===== src/rtl/jtcop_sndlatch_tx_if.sv =====
// Sound command bus between the main CPU decoder and the latch transmitter.
// master drives writes and acks, slave is the transmitter.
interface jtcop_sndlatch_tx_if #(
   parameter int AW = 2
);
   logic          main_we;
   logic [7:0]    main_din;
   logic          snd_ack;
   logic          ovf_clr;
   logic [7:0]    latch;
   logic          snreq;
   logic          busy;
   logic          full;
   logic          empty;
   logic [AW:0]   level;
   logic          ovf;

   modport master (
      output main_we, main_din, snd_ack, ovf_clr,
      input  latch, snreq, busy, full, empty, level, ovf
   );

   modport slave (
      input  main_we, main_din, snd_ack, ovf_clr,
      output latch, snreq, busy, full, empty, level, ovf
   );
endinterface


===== src/rtl/jtcop_sndlatch_tx.sv =====
// Main-CPU side sound latch: FIFO of command bytes offered one at a time
// on latch/snreq, waiting for the sound CPU read and retrying on timeout.
module jtcop_sndlatch_tx #(
   parameter int AW      = 2,
   parameter int REQ_LEN = 4,
   parameter int TW      = 16
)(
   input  logic clk,
   input  logic rst_n,
   jtcop_sndlatch_tx_if.slave bus
);

   localparam int DEPTH = 2**AW;
   localparam int CW    = $clog2(REQ_LEN+1);
   localparam logic [TW-1:0] TMAX   = {TW{1'b1}};
   localparam logic [CW-1:0] CNT_END = CW'(REQ_LEN-1);
   localparam logic [AW:0]   FULL_LVL = (AW+1)'(DEPTH);

   typedef enum logic [1:0] {
      S_IDLE,
      S_REQ,
      S_GAP,
      S_WAIT
   } state_t;

   logic [7:0]    ram [DEPTH];
   logic [AW:0]   wptr, rptr;
   logic [AW:0]   wptr_nx, rptr_nx;
   logic [AW:0]   level_q, level_nx;
   logic          full_q, empty_q, ovf_q;
   logic          push, pop, drop;

   state_t        state, state_nx;
   logic [CW-1:0] cnt, cnt_nx;
   logic [TW-1:0] tout, tout_nx;
   logic          ack_seen, ack_seen_nx;
   logic          snreq_q, snreq_nx;
   logic          busy_q, busy_nx;
   logic [7:0]    latch_q, latch_nx;

   // A full FIFO still accepts a write when the head leaves the same cycle
   assign pop  = (state == S_IDLE) && !empty_q;
   assign push = bus.main_we && (!full_q || pop);
   assign drop = bus.main_we && full_q && !pop;

   assign wptr_nx  = push ? wptr + 1'b1 : wptr;
   assign rptr_nx  = pop  ? rptr + 1'b1 : rptr;
   assign level_nx = wptr_nx - rptr_nx;

   // FIFO storage, deliberately not reset
   always_ff @(posedge clk) begin
      if (push) ram[wptr[AW-1:0]] <= bus.main_din;
   end

   // Pointers and registered occupancy flags
   always_ff @(posedge clk or negedge rst_n) begin
      if (!rst_n) begin
         wptr    <= '0;
         rptr    <= '0;
         level_q <= '0;
         full_q  <= 1'b0;
         empty_q <= 1'b1;
      end else begin
         wptr    <= wptr_nx;
         rptr    <= rptr_nx;
         level_q <= level_nx;
         full_q  <= (level_nx == FULL_LVL);
         empty_q <= (level_nx == '0);
      end
   end

   // Sticky overflow; a dropped write beats a clear in the same cycle
   always_ff @(posedge clk or negedge rst_n) begin
      if (!rst_n)           ovf_q <= 1'b0;
      else if (drop)        ovf_q <= 1'b1;
      else if (bus.ovf_clr) ovf_q <= 1'b0;
   end

   // Handshake state and output registers
   always_ff @(posedge clk or negedge rst_n) begin
      if (!rst_n) begin
         state    <= S_IDLE;
         cnt      <= '0;
         tout     <= '0;
         ack_seen <= 1'b0;
         snreq_q  <= 1'b0;
         busy_q   <= 1'b0;
         latch_q  <= 8'h00;
      end else begin
         state    <= state_nx;
         cnt      <= cnt_nx;
         tout     <= tout_nx;
         ack_seen <= ack_seen_nx;
         snreq_q  <= snreq_nx;
         busy_q   <= busy_nx;
         latch_q  <= latch_nx;
      end
   end

   // Next-state: offer head, hold snreq, wait for ack, retry after timeout
   always_comb begin
      state_nx    = state;
      cnt_nx      = cnt;
      tout_nx     = tout;
      ack_seen_nx = ack_seen;
      snreq_nx    = snreq_q;
      busy_nx     = busy_q;
      latch_nx    = latch_q;
      unique case (state)
         S_IDLE: begin
            if (!empty_q) begin
               latch_nx    = ram[rptr[AW-1:0]];
               snreq_nx    = 1'b1;
               busy_nx     = 1'b1;
               cnt_nx      = '0;
               tout_nx     = '0;
               ack_seen_nx = 1'b0;
               state_nx    = S_REQ;
            end
         end
         S_REQ: begin
            if (bus.snd_ack) ack_seen_nx = 1'b1;
            if (cnt == CNT_END) begin
               snreq_nx = 1'b0;
               tout_nx  = '0;
               state_nx = S_WAIT;
            end else begin
               cnt_nx = cnt + 1'b1;
            end
         end
         S_WAIT: begin
            if (bus.snd_ack || ack_seen) begin
               busy_nx     = 1'b0;
               ack_seen_nx = 1'b0;
               state_nx    = S_IDLE;
            end else begin
               tout_nx = tout + 1'b1;
               if (tout_nx == TMAX) state_nx = S_GAP;
            end
         end
         S_GAP: begin
            if (bus.snd_ack) ack_seen_nx = 1'b1;
            snreq_nx = 1'b1;
            cnt_nx   = '0;
            tout_nx  = '0;
            state_nx = S_REQ;
         end
         default: state_nx = S_IDLE;
      endcase
   end

   assign bus.latch = latch_q;
   assign bus.snreq = snreq_q;
   assign bus.busy  = busy_q;
   assign bus.full  = full_q;
   assign bus.empty = empty_q;
   assign bus.level = level_q;
   assign bus.ovf   = ovf_q;

endmodule


===== src/flat_wrapper.sv =====
// flat-port wrapper written by rule: the top's interface ports become plain ports
module jtcop_sndlatch_tx_flat 
#(
   parameter int AW      = 2,
   parameter int REQ_LEN = 4,
   parameter int TW      = 16
)
  (clk, rst_n, bus_main_we, bus_main_din, bus_snd_ack, bus_ovf_clr, bus_latch, bus_snreq, bus_busy, bus_full, bus_empty, bus_level, bus_ovf);
  jtcop_sndlatch_tx_if #(.AW(AW)) bus_i ();
  input  logic clk;
  input  logic rst_n;
  input wire logic [$bits(bus_i.main_we)-1:0] bus_main_we;
  input wire logic [$bits(bus_i.main_din)-1:0] bus_main_din;
  input wire logic [$bits(bus_i.snd_ack)-1:0] bus_snd_ack;
  input wire logic [$bits(bus_i.ovf_clr)-1:0] bus_ovf_clr;
  output wire logic [$bits(bus_i.latch)-1:0] bus_latch;
  output wire logic [$bits(bus_i.snreq)-1:0] bus_snreq;
  output wire logic [$bits(bus_i.busy)-1:0] bus_busy;
  output wire logic [$bits(bus_i.full)-1:0] bus_full;
  output wire logic [$bits(bus_i.empty)-1:0] bus_empty;
  output wire logic [$bits(bus_i.level)-1:0] bus_level;
  output wire logic [$bits(bus_i.ovf)-1:0] bus_ovf;
  assign bus_i.main_we = bus_main_we;
  assign bus_i.main_din = bus_main_din;
  assign bus_i.snd_ack = bus_snd_ack;
  assign bus_i.ovf_clr = bus_ovf_clr;
  assign bus_latch = bus_i.latch;
  assign bus_snreq = bus_i.snreq;
  assign bus_busy = bus_i.busy;
  assign bus_full = bus_i.full;
  assign bus_empty = bus_i.empty;
  assign bus_level = bus_i.level;
  assign bus_ovf = bus_i.ovf;
  jtcop_sndlatch_tx #(.AW(AW), .REQ_LEN(REQ_LEN), .TW(TW)) u_core (.clk(clk), .rst_n(rst_n), .bus(bus_i));
endmodule

===== config.mk =====
export PLATFORM = sky130hd
export DESIGN_NAME = jtcop_sndlatch_tx_flat
export DESIGN_NICKNAME = d
export VERILOG_FILES = /design/src/rtl/jtcop_sndlatch_tx_if.sv /design/src/rtl/jtcop_sndlatch_tx.sv /design/src/flat_wrapper.sv
export SDC_FILE = /design/constraint.sdc
export NUM_CORES = 1
export LEC_CHECK = 0
export BUFFER_PORTS_ARGS = -buffer_cell sky130_fd_sc_hd__buf_2
export CORE_MARGIN = 5
export CORE_UTILIZATION = 54
export CTS_CLUSTER_DIAMETER = 120
export CTS_CLUSTER_SIZE = 24
export DETAILED_ROUTE_END_ITERATION = 12
export PLACE_DENSITY = 0.86
export SLEW_MARGIN = 20
export SYNTH_ARGS = -nofsm -noshare
export SYNTH_HDL_FRONTEND = slang
export SYNTH_SLANG_ARGS = --single-unit

===== constraint.sdc =====
create_clock -name clk -period 2.44 [get_ports clk]
set_clock_uncertainty 0.1 [all_clocks]
set_input_delay 0.488 -clock clk [delete_from_list [all_inputs] [get_ports clk]]
set_output_delay 0.488 -clock clk [all_outputs]
set_load 0.03 [all_outputs]

After elaboration in Yosys (flattened, before gate mapping):

Memory sizes are Yosys's and may differ from the RTL's. A register that Yosys moved wholly into a read port is not among the register bits.
Cells that the tools add are included.

* add/subtract/negate cells: 5
* bitwise logic cells: 1
* eq/ne operators: 13
* reduce and logical (&&, ||, !) cells: 23
* multiplexer cells: 26

Operators by type and width (count)
* case mux 16 bit (4 select lines): 1
* two-way mux 16 bit: 3
* AND reduction 3 bit: 6
* adder 16 x 1 -> 16 bit (second input constant): 1
* equality test 16 bit (second input constant): 1
* two-way mux 3 bit: 4
* adder 3 x 1 -> 3 bit (second input constant): 3
* two-way mux 1 bit: 9
* case mux 3 bit (3 select lines): 1
* two-way mux 2 bit: 4
* case mux 2 bit (4 select lines): 1
* != test 2 x 1 -> 1 bit (second input constant): 3
* != test 2 bit (second input constant): 3
* case mux 1 bit (3 select lines): 2
* equality test 2 bit (second input constant): 2
* logical AND 1 bit: 4
* logical NOT 1 bit: 4
* nonzero test 2 bit: 2
* equality test 3 x 2 -> 1 bit (second input constant): 1
* equality test 3 bit (second input constant): 1
* logical NOT 3 bit: 1
* != test 3 x 1 -> 1 bit (second input constant): 1
* nonzero test 3 bit: 1
* subtractor 3 bit: 1
* other kinds (7): 8

* memories: 1
* bits of input ports: 13
* register bits after elaboration: 36
* word-level logic and storage cells: 81
* output and inout port bits: 16
* bits in writable memories: 32

Memories
* u_core.ram: words 4, width 8, read ports 1, clocked after Yosys merged registers in 1, wr ports 1, RTL line jtcop_sndlatch_tx.sv:26 `logic [7:0] ram [DEPTH];`

Longest topological paths before layout:

Gate-level depths: netlist of the first run.

* depth after elaboration: 7
* gate-level depth with buffers: 12

Worst setup path before layout of the first run:

Ideal clock, no wire load.

* path type: reg-to-reg
* from: reg u_core.empty_q (netlist: u_core.bus.empty)
* to: reg u_core.full_q (netlist: u_core.bus.full)
* cell stages (with the launch flop): 10
* library setup time: 0.080 ns
* data arrival time: 2.473 ns
* slack: -0.213 ns
* cell sequence: dfstp_2 nand2b_2 clkbuf_1 xnor2_1 ha_1 inv_1 fa_1 xnor2_1 xor2_1 nor3b_2

* elaborated cells on any way between the ends: 8

RTL lines
* start: declaration: RTL line jtcop_sndlatch_tx.sv:30 `logic full_q, empty_q, ovf_q;`
* start signal: assignment: RTL line jtcop_sndlatch_tx.sv:68 `empty_q <= (level_nx == '0);`
* logical NOT 1 bit: RTL line jtcop_sndlatch_tx.sv:42 `assign pop = (state == S_IDLE) && !empty_q;`
* logical AND 1 bit: RTL line jtcop_sndlatch_tx.sv:42
* two-way mux 3 bit: RTL line jtcop_sndlatch_tx.sv:47 `assign rptr_nx = pop ? rptr + 1'b1 : rptr;`
* via u_core.rptr_nx[0]: RTL line jtcop_sndlatch_tx.sv:28 `logic [AW:0] wptr_nx, rptr_nx;`
* subtractor 3 bit: RTL line jtcop_sndlatch_tx.sv:48 `assign level_nx = wptr_nx - rptr_nx;`
* via u_core.level_nx[2]: RTL line jtcop_sndlatch_tx.sv:29 `logic [AW:0] level_q, level_nx;`
* equality test 3 bit: RTL line jtcop_sndlatch_tx.sv:67 `full_q <= (level_nx == FULL_LVL);`
* end signal: assignment: RTL line jtcop_sndlatch_tx.sv:67
* end: declaration: RTL line jtcop_sndlatch_tx.sv:30

The timed path passes the listed nets, and every way through them passes these cells.
A chain may end at the register's enable or synchronous reset.

Worst setup path after layout of the first run:

* from: reg u_core.state[0]
* to: reg u_core.full_q (netlist: u_core.bus.full)

* cells in the longest elaborated chain, start to end: 7
* elaborated cells on any way between the ends: 8

Ends and longest elaborated chain
* start: declaration: RTL line jtcop_sndlatch_tx.sv:33 `state_t state, state_nx;`
* start signal: assignment: RTL line jtcop_sndlatch_tx.sv:90 `state <= state_nx;`
* logical NOT 2 bit: RTL line jtcop_sndlatch_tx.sv:42
* logical AND 1 bit: RTL line jtcop_sndlatch_tx.sv:42
* logical OR 1 bit: RTL line jtcop_sndlatch_tx.sv:43 `assign push = bus.main_we && (!full_q || pop);`
* logical AND 1 bit: RTL line jtcop_sndlatch_tx.sv:43
* two-way mux 3 bit: RTL line jtcop_sndlatch_tx.sv:46 `assign wptr_nx = push ? wptr + 1'b1 : wptr;`
* via u_core.wptr_nx[0]: RTL line jtcop_sndlatch_tx.sv:28
* subtractor 3 bit: RTL line jtcop_sndlatch_tx.sv:48
* via u_core.level_nx[2]: RTL line jtcop_sndlatch_tx.sv:29
* equality test 3 bit: RTL line jtcop_sndlatch_tx.sv:67

The timed path passes the listed nets, and every way through them passes these cells.

==> flow_summary.toml, run 1 <==
[drt]
drt_iter0_drc = 258
ant_nets = 0
drc = 0
via_per_inst = 5.74
dr.pass1.iters = 4
vias = 2568
wl_per_cell_um = 16.4
routed_wl_um = 7350

[logic_synthesis]
ys_warn_count = 0
synth_area_leader_cell = "dfrtp_1"
synth-edff-count = 32
synthCells = 316
yosysSeqAreaShare = 0.560
netlist.area_leader.share = 0.292
synth.avg_cell_area_sq_um = 11.7
syn-cell-area_sq_um = 3680
yosys_most_used_dff = "dfrtp_1"
synth_nets = 345
ys_async_sr_fraction = 0.579
synthDistinctLibCells = 54
ys_top_cells_by_area = "dfrtp_1 (29%), edfxtp_1 (26%), nand2_1 (5.4%)"
ys_ff_latch = 76

[power_and_ir_drop]
ir_drop_mv = 0.922
p_leak_uw = 0.00179
power_density_nw_per_um2 = 1190

[clock_network]
cts_sinks = 76
h-tree-depth = 3
cts_tree = "yes"
cts.path.max_buffers = 2
cts_made_buffers = 9
clk_latency_ns = 0.35
clk_pin_slew_ns = 0.09
root_buffer = "clkbuf_8"

[global_routing]
grt_pass1_wl_um = 12200
grt_pass1_vias = 2591
grt_max_degree = 20
antenna_found_initial = 0
overflow = 0
gr-usage-all-layers = 0.185

[finish]
n_antenna_cell = 0
areaGrowthSynthToFinish_pct = 15.5
drive_gt1_frac = 0.256
final_common_cell = "nand2_1"
final_cell_mix = "nand2_1 (53), dfrtp_1 (43), o21ai_0 (32), edfxtp_1 (32), buf_2 (28)"
fin_util = 0.634
layout.nets = 391

[setup_path]
slowest_delay_ns = 0.40
path_cells = "inv_2 > ha_4 > nand2b_4 > a21boi_4 > xnor2_2 > inv_1 > ha_2 > inv_2 > fa_2 > xnor2_2 > xor2_1 > nor3b_2"
start_kind = "register"
cpLargestDelayFamily = "adder cells"
cp-end-kind = "register"
cp.required_ns = 2.62
path_buf_inv = 3
cpMaxStageDelayCell = "dfrtp_1"
crit_fanout = 3
worst-endpoint-arrival_ns = 2.62
worstSetupPathType = "register to register"

[die]
die_w_um = 92.6
start_util = 0.548
design.core.area_sq_um = 6720
rows = 30
die_h_um = 92.6
die-area_sq_um = 8580
ioPinCount = 29

[status]
outcome = "complete, no violations"

[placed_design]
hpwl_um = 5220
port-buffer-count = 28
gp_congestion = 0.818

[sta]
slew_headroom = 0.658
hold_violations = 0
tns_ns = 0
whs_ns = 0.240
fin_crit_ns = 2.43
setup_viol = 0
fmax_mhz = 411
period_share = 0.998
tightest_slew_ns = 0.511
rsz0062_at_grt = "yes"
finalMaxSlewViolations = 0

[flow_run]
maxCapViolCount = 0

[min_path]
hold_path.class = "input port to register"
-- state kept, by name, indices dropped and copies added (netlist names) --
name,cells
u_core.ram,32
u_core.tout,16
u_core.bus.latch,8
u_core.bus.level,3
u_core.cnt,3
u_core.rptr,3
u_core.wptr,3
u_core.state,2
u_core.ack_seen,1
u_core.bus.busy,1
u_core.bus.empty,1
u_core.bus.full,1
u_core.bus.ovf,1
u_core.bus.snreq,1
-- logic make-up after synthesis --
| kind of cell | after synthesis | synth area share |
|---|---|---|
| DFF | 76 | 0.560 |
| AOI/OAI and AO/OA | 66 | 0.113 |
| and+or+nand+nor | 117 | 0.167 |
| buffers and inverters | 24 | 0.0292 |
| xor gates and xnor gates | 9 | 0.0255 |
| muxes | 8 | 0.0489 |
| adders and majority gates | 16 | 0.0564 |
-- synth_stat cells (2+ instances only) --
cell / instances
buf_4: 3
nand3_2: 2
xnor2_1: 6
mux4_2: 8
and2_1: 4
nor2b_1: 5
a21oi_1: 12
o31ai_1: 4
nand3_1: 7
o21ai_0: 32
nand4_1: 3
nor3_1: 5
a31oi_1: 2
nor2_1: 17
ha_1: 15
a21o_1: 2
inv_1: 13
buf_2: 5
a211oi_1: 2
and3_1: 2
nand2_1: 53
dfrtp_1: 43
xnor2_2: 2
nor4_1: 3
clkbuf_1: 3
nand3b_1: 2
nor4_2: 2
edfxtp_1: 32
nand2b_1: 2
-- cell type report --
| class | count | area [sq um] |
|---|---|---|
| Sequential cell | 76 | 2060 |
| Clock buffer | 9 | 124 |
| Inverter | 13 | 48.8 |
| Clock inverter | 7 | 81.3 |
| Tap cell | 80 | 100 |
| Fill cell | 506 | 2460 |
| Timing Repair Buffer | 46 | 278 |
| Multi-Input combinational cell | 216 | 1560 |
-- per-stage QoR --
stage / instances / instance area, sq um / worst slack, ns / total power (uW)
floorplan: 316 / 3710 / 0.0359 / 3310
finish: 447 / 4260 / 0.00554 / 5040
CTS: 447 / 4250 / 0.00872 / 5020
detailed placement: 429 / 4010 / -0.0125 / 3910
global route: 447 / 4260 / -0.0952 / 5360
global placement: 429 / 4010 / 0.137 / 3800
-- power by group --
group          internal, uW  switching [uW]  leakage (uW)  total [uW]
clock                   486             506      0.000101         993
sequential             1690             166      0.000852        1860
combinational           887            1310      0.000835        2190
total                  3070            1980       0.00179        5040
-- metal layers --
layer	global-route usage	vias up	share of wire
met5	0	-	0
met4	0.0817	0	0.023
met3	0.0292	15	0.036
met2	0.333	59	0.54
met1	0.216	1258	0.40
li1	-	1236	-
-- repair_timing --
item	4_1_cts	5_1_grt
setup endpoints to repair	1	7
hold endpoints to repair	10	0
gates resized for setup	2	5
gates cloned	0	0
hold buffers	1	0
pin swaps	0	1
buffers inserted	1	0
-- worst paths after layout --
kind | to | slack, ns | startpoint | cells after the start
setup / recovery | u_core.bus.full | 0.006 | u_core.state[0] | 12
hold / removal | u_core.bus.ovf | 0.24 | bus_ovf_clr | 2
setup reg to reg | u_core.bus.full | 0.006 | u_core.state[0] | 12
hold reg to reg | u_core.bus.latch[0] | 0.38 | u_core.bus.latch[0] | 2
max in group asynchronous | u_core.bus.empty | 1.21 | rst_n | 3
min in group asynchronous | u_core.tout[11] | 0.43 | rst_n | 2
Note: power is estimated with default switching activity, not from simulation.
==> inputs of run 2 (changes only) <==
- CORE_UTILIZATION: 54 -> 30
- PLACE_DENSITY: 0.86 -> 0.57
==> run 2 against run 1 <==
  * Combinational power fell by 5%
  * First-iteration DRC count fell by 53%
  * Worst hold slack got worse by 0.12 ns
  * Global-route usage fell by 7.6 points
  * Wire length rose by 1.0%
  * Critical path type unchanged
  * Largest power group unchanged
  * Core utilization fell by 27 points
  * Die area rose by 70%
  * Critical path depth did not move
  * Sequential power barely moved
  * Critical endpoint unchanged
==> flow_summary.toml, run 2 (same netlist as run 1, synthesis figures left out) <==
[status]
outcome = "complete, no violations"

[drt]
vias = 2470
routed_wl_um = 7420
drc = 0
wl_per_cell_um = 14.5
via_per_inst = 4.81
dr.pass1.iters = 4
drt_iter0_drc = 122
ant_nets = 0

[finish]
drive_gt1_frac = 0.254
largest_register_ffs = 32
fillers = 1188
final_cell_mix = "nand2_1 (53), dfrtp_1 (43), o21ai_0 (32), edfxtp_1 (32), buf_2 (28)"
layout.nets = 390
n_antenna_cell = 0
final_common_cell = "nand2_1"
areaGrowthSynthToFinish_pct = 19.6

[sta]
slew_headroom = 0.614
rsz0062_at_grt = "yes"
tightest_slew_ns = 0.579
fmax_mhz = 437
fin_crit_ns = 2.29
period_share = 0.937
setup_viol = 0
hold_violations = 0
tns_ns = 0
finalMaxSlewViolations = 0

[global_routing]
overflow = 0
antenna_found_initial = 0
grt_max_degree = 45
grt_pass1_wl_um = 12500
gr-usage-all-layers = 0.109
grt_pass1_vias = 2496

[clock_network]
cts_tree = "yes"
clk_latency_ns = 0.34
h-tree-depth = 3
cts_sinks = 76
cts_made_buffers = 9
clk_pin_slew_ns = 0.06
cts.path.max_buffers = 2
root_buffer = "clkbuf_16"
cts_hold_buf = 0

[min_path]
hold_path.class = "input port to async pin"

[placed_design]
hpwl_um = 5120
gp_congestion = 0.792
port-buffer-count = 28

[die]
die-area_sq_um = 14600
ioPinCount = 29
die_w_um = 121
design.core.area_sq_um = 12000
rows = 40
die_h_um = 121
start_util = 0.307

[power_and_ir_drop]
p_leak_uw = 0.00181
internal_power_uw = 3240
pwr-share-comb = 0.400
power_uw = 5190
power_density_nw_per_um2 = 1180
ir_drop_mv = 0.532
pwr-share-seq = 0.356
swShare = 0.375
p_switching_uw = 1950
p_clk_frac = 0.243

[setup_path]
worst-endpoint-arrival_ns = 2.45
crit_fanout = 4
worstSetupPathType = "register to register"
cp.required_ns = 2.60
start_kind = "register"
cp-end-kind = "register"

[flow_run]
maxCapViolCount = 0
## run 2: metrics by stage
stage	utilization	std cells	instance area [sq um]	setup slack, ns	hold WS, ns
after global routing	0.367	513	4410	-0.0428	0.190
after global placement	0.341	496	4090	0.118	0.357
after floorplan	-	316	3710	0.0359	0.0924
final	0.367	513	4410	0.153	0.123
after detailed placement	0.341	496	4090	0.0142	0.366
after CTS	0.364	512	4370	0.00650	0.159
## run 2: path summary, 6_finish.rpt
kind	start	to	slack, ns	cells past startpoint
worst min register to register	u_core.bus.latch[0]	u_core.bus.latch[0]	0.38	2
worst min-delay path	rst_n	u_core.cnt[0]	0.12	2
worst max register to register	u_core.state[0]	u_core.bus.full	0.15	12
min in group clk	bus_ovf_clr	u_core.bus.ovf	0.24	2
worst max-delay path	u_core.state[0]	u_core.bus.full	0.15	12
max in group asynchronous	rst_n	u_core.bus.latch[3]	1.70	2
## run 2: layout make-up
| type | instances | area, sq um | area share |
|---|---|---|---|
| clock buffers | 9 | 225 | 0.0511 |
| clock inverters | 7 | 57.6 | 0.0131 |
| inverters | 13 | 48.8 | 0.0111 |
| multi-input cells | 216 | 1560 | 0.354 |
| flip-flops and latches | 76 | 2060 | 0.468 |
| well taps | 147 | 184 | 0.0417 |
| repair buffers | 45 | 268 | 0.0608 |
## run 2: timing repair
| action | in CTS | in global routing |
|---|---|---|
| setup endpoints to repair | 0 | 3 |
| buffers inserted | 0 | 1 |
| resized for setup | 0 | 6 |
## run 2: layer usage
layer / up-vias / wire length, um / GRT usage
met5: - / 0 / 0
met4: 0 / 106 / 0.0425
met3: 11 / 220 / 0.0234
met2: 38 / 3470 / 0.176
met1: 1185 / 3630 / 0.143
li1: 1236 / - / -
## run 2: power groups by stage
stage	Combinational [uW]	Clock (uW)	Sequential, uW
finish	2080	1260	1850
global route	2310	1350	1890
CTS	2060	1310	1850
detailed placement	2050	0	1870
global placement	2000	0	1860
floorplan	1220	0	2100
## run 2: worst max-delay path, cell delays in order (launching register included)
cell	delay [ns]
dfrtp_1	0.38
inv_2	0.09
ha_4	0.15
nand2b_4	0.08
a21boi_4	0.17
xnor2_1	0.09
inv_1	0.06
ha_2	0.15
inv_1	0.05
fa_2	0.35
xnor2_2	0.14
xor2_1	0.21
nor3b_2	0.19
==> inputs of run 3 (changes only) <==
- CORE_MARGIN: 5 -> not set
- CORE_UTILIZATION: 30 -> 50
- PLACE_DENSITY: 0.57 -> 0.81
==> run 3 against run 2 <==
  * Power down 2.6%
  * Final area down 2.5%
  * Register-to-register slack worse by 0.10 ns
  * Count of clock-buffer cells in the layout unchanged
  * Die area down 47%
  * Non-clock buffer count up 2
  * Worst hold slack worse by 0.014 ns
  * Combinational power up 7%
  * Core utilization up 25 points
  * Critical path type unchanged
  * Largest cell class unchanged
==> flow_summary.toml, run 3 (same netlist as run 1, synthesis figures left out) <==
[finish]
final_common_cell = "nand2_1"
final_area_sq_um = 4290
areaGrowthSynthToFinish_pct = 16.5
n_antenna_cell = 0
multi_input_area_sq_um = 1570
layout.nets = 392
ff_latch_area_sq_um = 2060
fin_util = 0.618
drive_gt1_frac = 0.266
fillers = 531
largest_register_ffs = 32
final_cell_mix = "nand2_1 (52), dfrtp_1 (43), edfxtp_1 (32)"

[placed_design]
port-buffer-count = 28
gp_congestion = 0.839
hpwl_um = 4950
placed_area_sq_um = 4020
place_ws_ns = -0.101

[global_routing]
gr-usage-all-layers = 0.208
grt_max_degree = 45
antenna_found_initial = 0
grt_pass1_vias = 2515
overflow = 0
grt_pass1_wl_um = 12100

[drt]
drc = 0
routed_wl_um = 7110
dr.pass1.iters = 4
wl_per_cell_um = 15.3
drt_iter0_drc = 123
vias = 2539
ant_nets = 0
via_per_inst = 5.47

[setup_path]
r2r_cells = 13
cp-end-kind = "register"
worstSetupPathType = "register to register"
reg2reg_to = "u_core.bus.empty"
crit_fanout = 3
reg2reg_slack_ns = 0.05
start_kind = "register"
worst-endpoint-arrival_ns = 2.57
cp.required_ns = 2.62
r2r_start = "u_core.state[0]"

[power_and_ir_drop]
p_clk_frac = 0.195
swShare = 0.388
p_leak_uw = 0.00179
pwr-share-seq = 0.367
pwr-share-comb = 0.439
power_density_nw_per_um2 = 1180
ir_drop_mv = 0.760
p_switching_uw = 1960
internal_power_uw = 3090
power_uw = 5050

[sta]
period_share = 0.979
setup_viol = 0
setup_slack_ns = 0.0508
fin_crit_ns = 2.39
slew_headroom = 0.631
hold_violations = 0
tightest_slew_ns = 0.554
whs_ns = 0.109
finalMaxSlewViolations = 0
rsz0062_at_grt = "yes"
fmax_mhz = 419

[clock_network]
cts_tree = "yes"
cts_sinks = 76
cts_hold_buf = 0
h-tree-depth = 3
cts.path.max_buffers = 2
clk_pin_slew_ns = 0.09
cts_made_buffers = 9
clk_latency_ns = 0.35
root_buffer = "clkbuf_8"

[die]
ioPinCount = 29
start_util = 0.531
die-area_sq_um = 7720
die_h_um = 87.8
rows = 30
design.core.area_sq_um = 6940
die_w_um = 87.8

[min_path]
hold_path.class = "input port to async pin"

[status]
outcome = "complete, no violations"

[flow_run]
maxCapViolCount = 0
==> run 3: layout make-up <==
type                    instances  area share
clock inverters                 7      0.0192
well taps                      96      0.0280
flip-flops and latches         76       0.480
clock buffers                   9      0.0288
multi-input cells             216       0.366
repair buffers                 47      0.0659
inverters                      13      0.0114
==> run 3: metrics by stage <==
stage               setup TNS, ns  instances
floorplan                       0        316
global placement                0        444
detailed placement         -0.101        444
CTS                             0        463
global route               -0.125        464
finish                          0        464
==> run 3: timing repair <==
item / CTS / global route
buffers inserted: 3 / 1
gates resized for setup: 2 / 8
endpoints found under the setup margin: 2 / 6
pin swaps: 1 / 0
==> run 3: worst max path at each step <==
stage / startpoint / end
2_1_floorplan: u_core.bus.empty / u_core.bus.full
3_3_place_gp: u_core.state[0] / u_core.bus.full
3_5_place_dp: u_core.state[1] / u_core.bus.full
4_1_cts: u_core.state[1] / u_core.bus.empty
5_1_grt: u_core.state[0] / u_core.bus.empty
6_report: u_core.state[0] / u_core.bus.empty
==> run 3: metal layers <==
layer	GRT usage	share of wire	vias up
met5	0	0	-
met2	0.352	0.50	63
met4	0.0566	0.010	0
met3	0.0547	0.040	9
met1	0.267	0.45	1234
li1	-	-	1233
==> run 3: critical path: stages (launching register included) <==
cell and delay (ns):
dfrtp_1 0.39, inv_2 0.09, ha_4 0.16, nand2b_4 0.08
a21boi_4 0.17, xnor2_1 0.11, inv_1 0.09, ha_2 0.17
inv_1 0.05, fa_2 0.36, xnor2_2 0.15, xor2_1 0.17
buf_4 0.15, nor3_2 0.09
==> run 3: power groups by stage <==
stage | logic, uW | registers (uW) | clock network, uW
floorplan | 1220 | 2100 | 0
global placement | 1950 | 1860 | 0
detailed placement | 2020 | 1880 | 0
CTS | 2120 | 1850 | 1000
global route | 2440 | 1880 | 1060
finish | 2220 | 1850 | 983
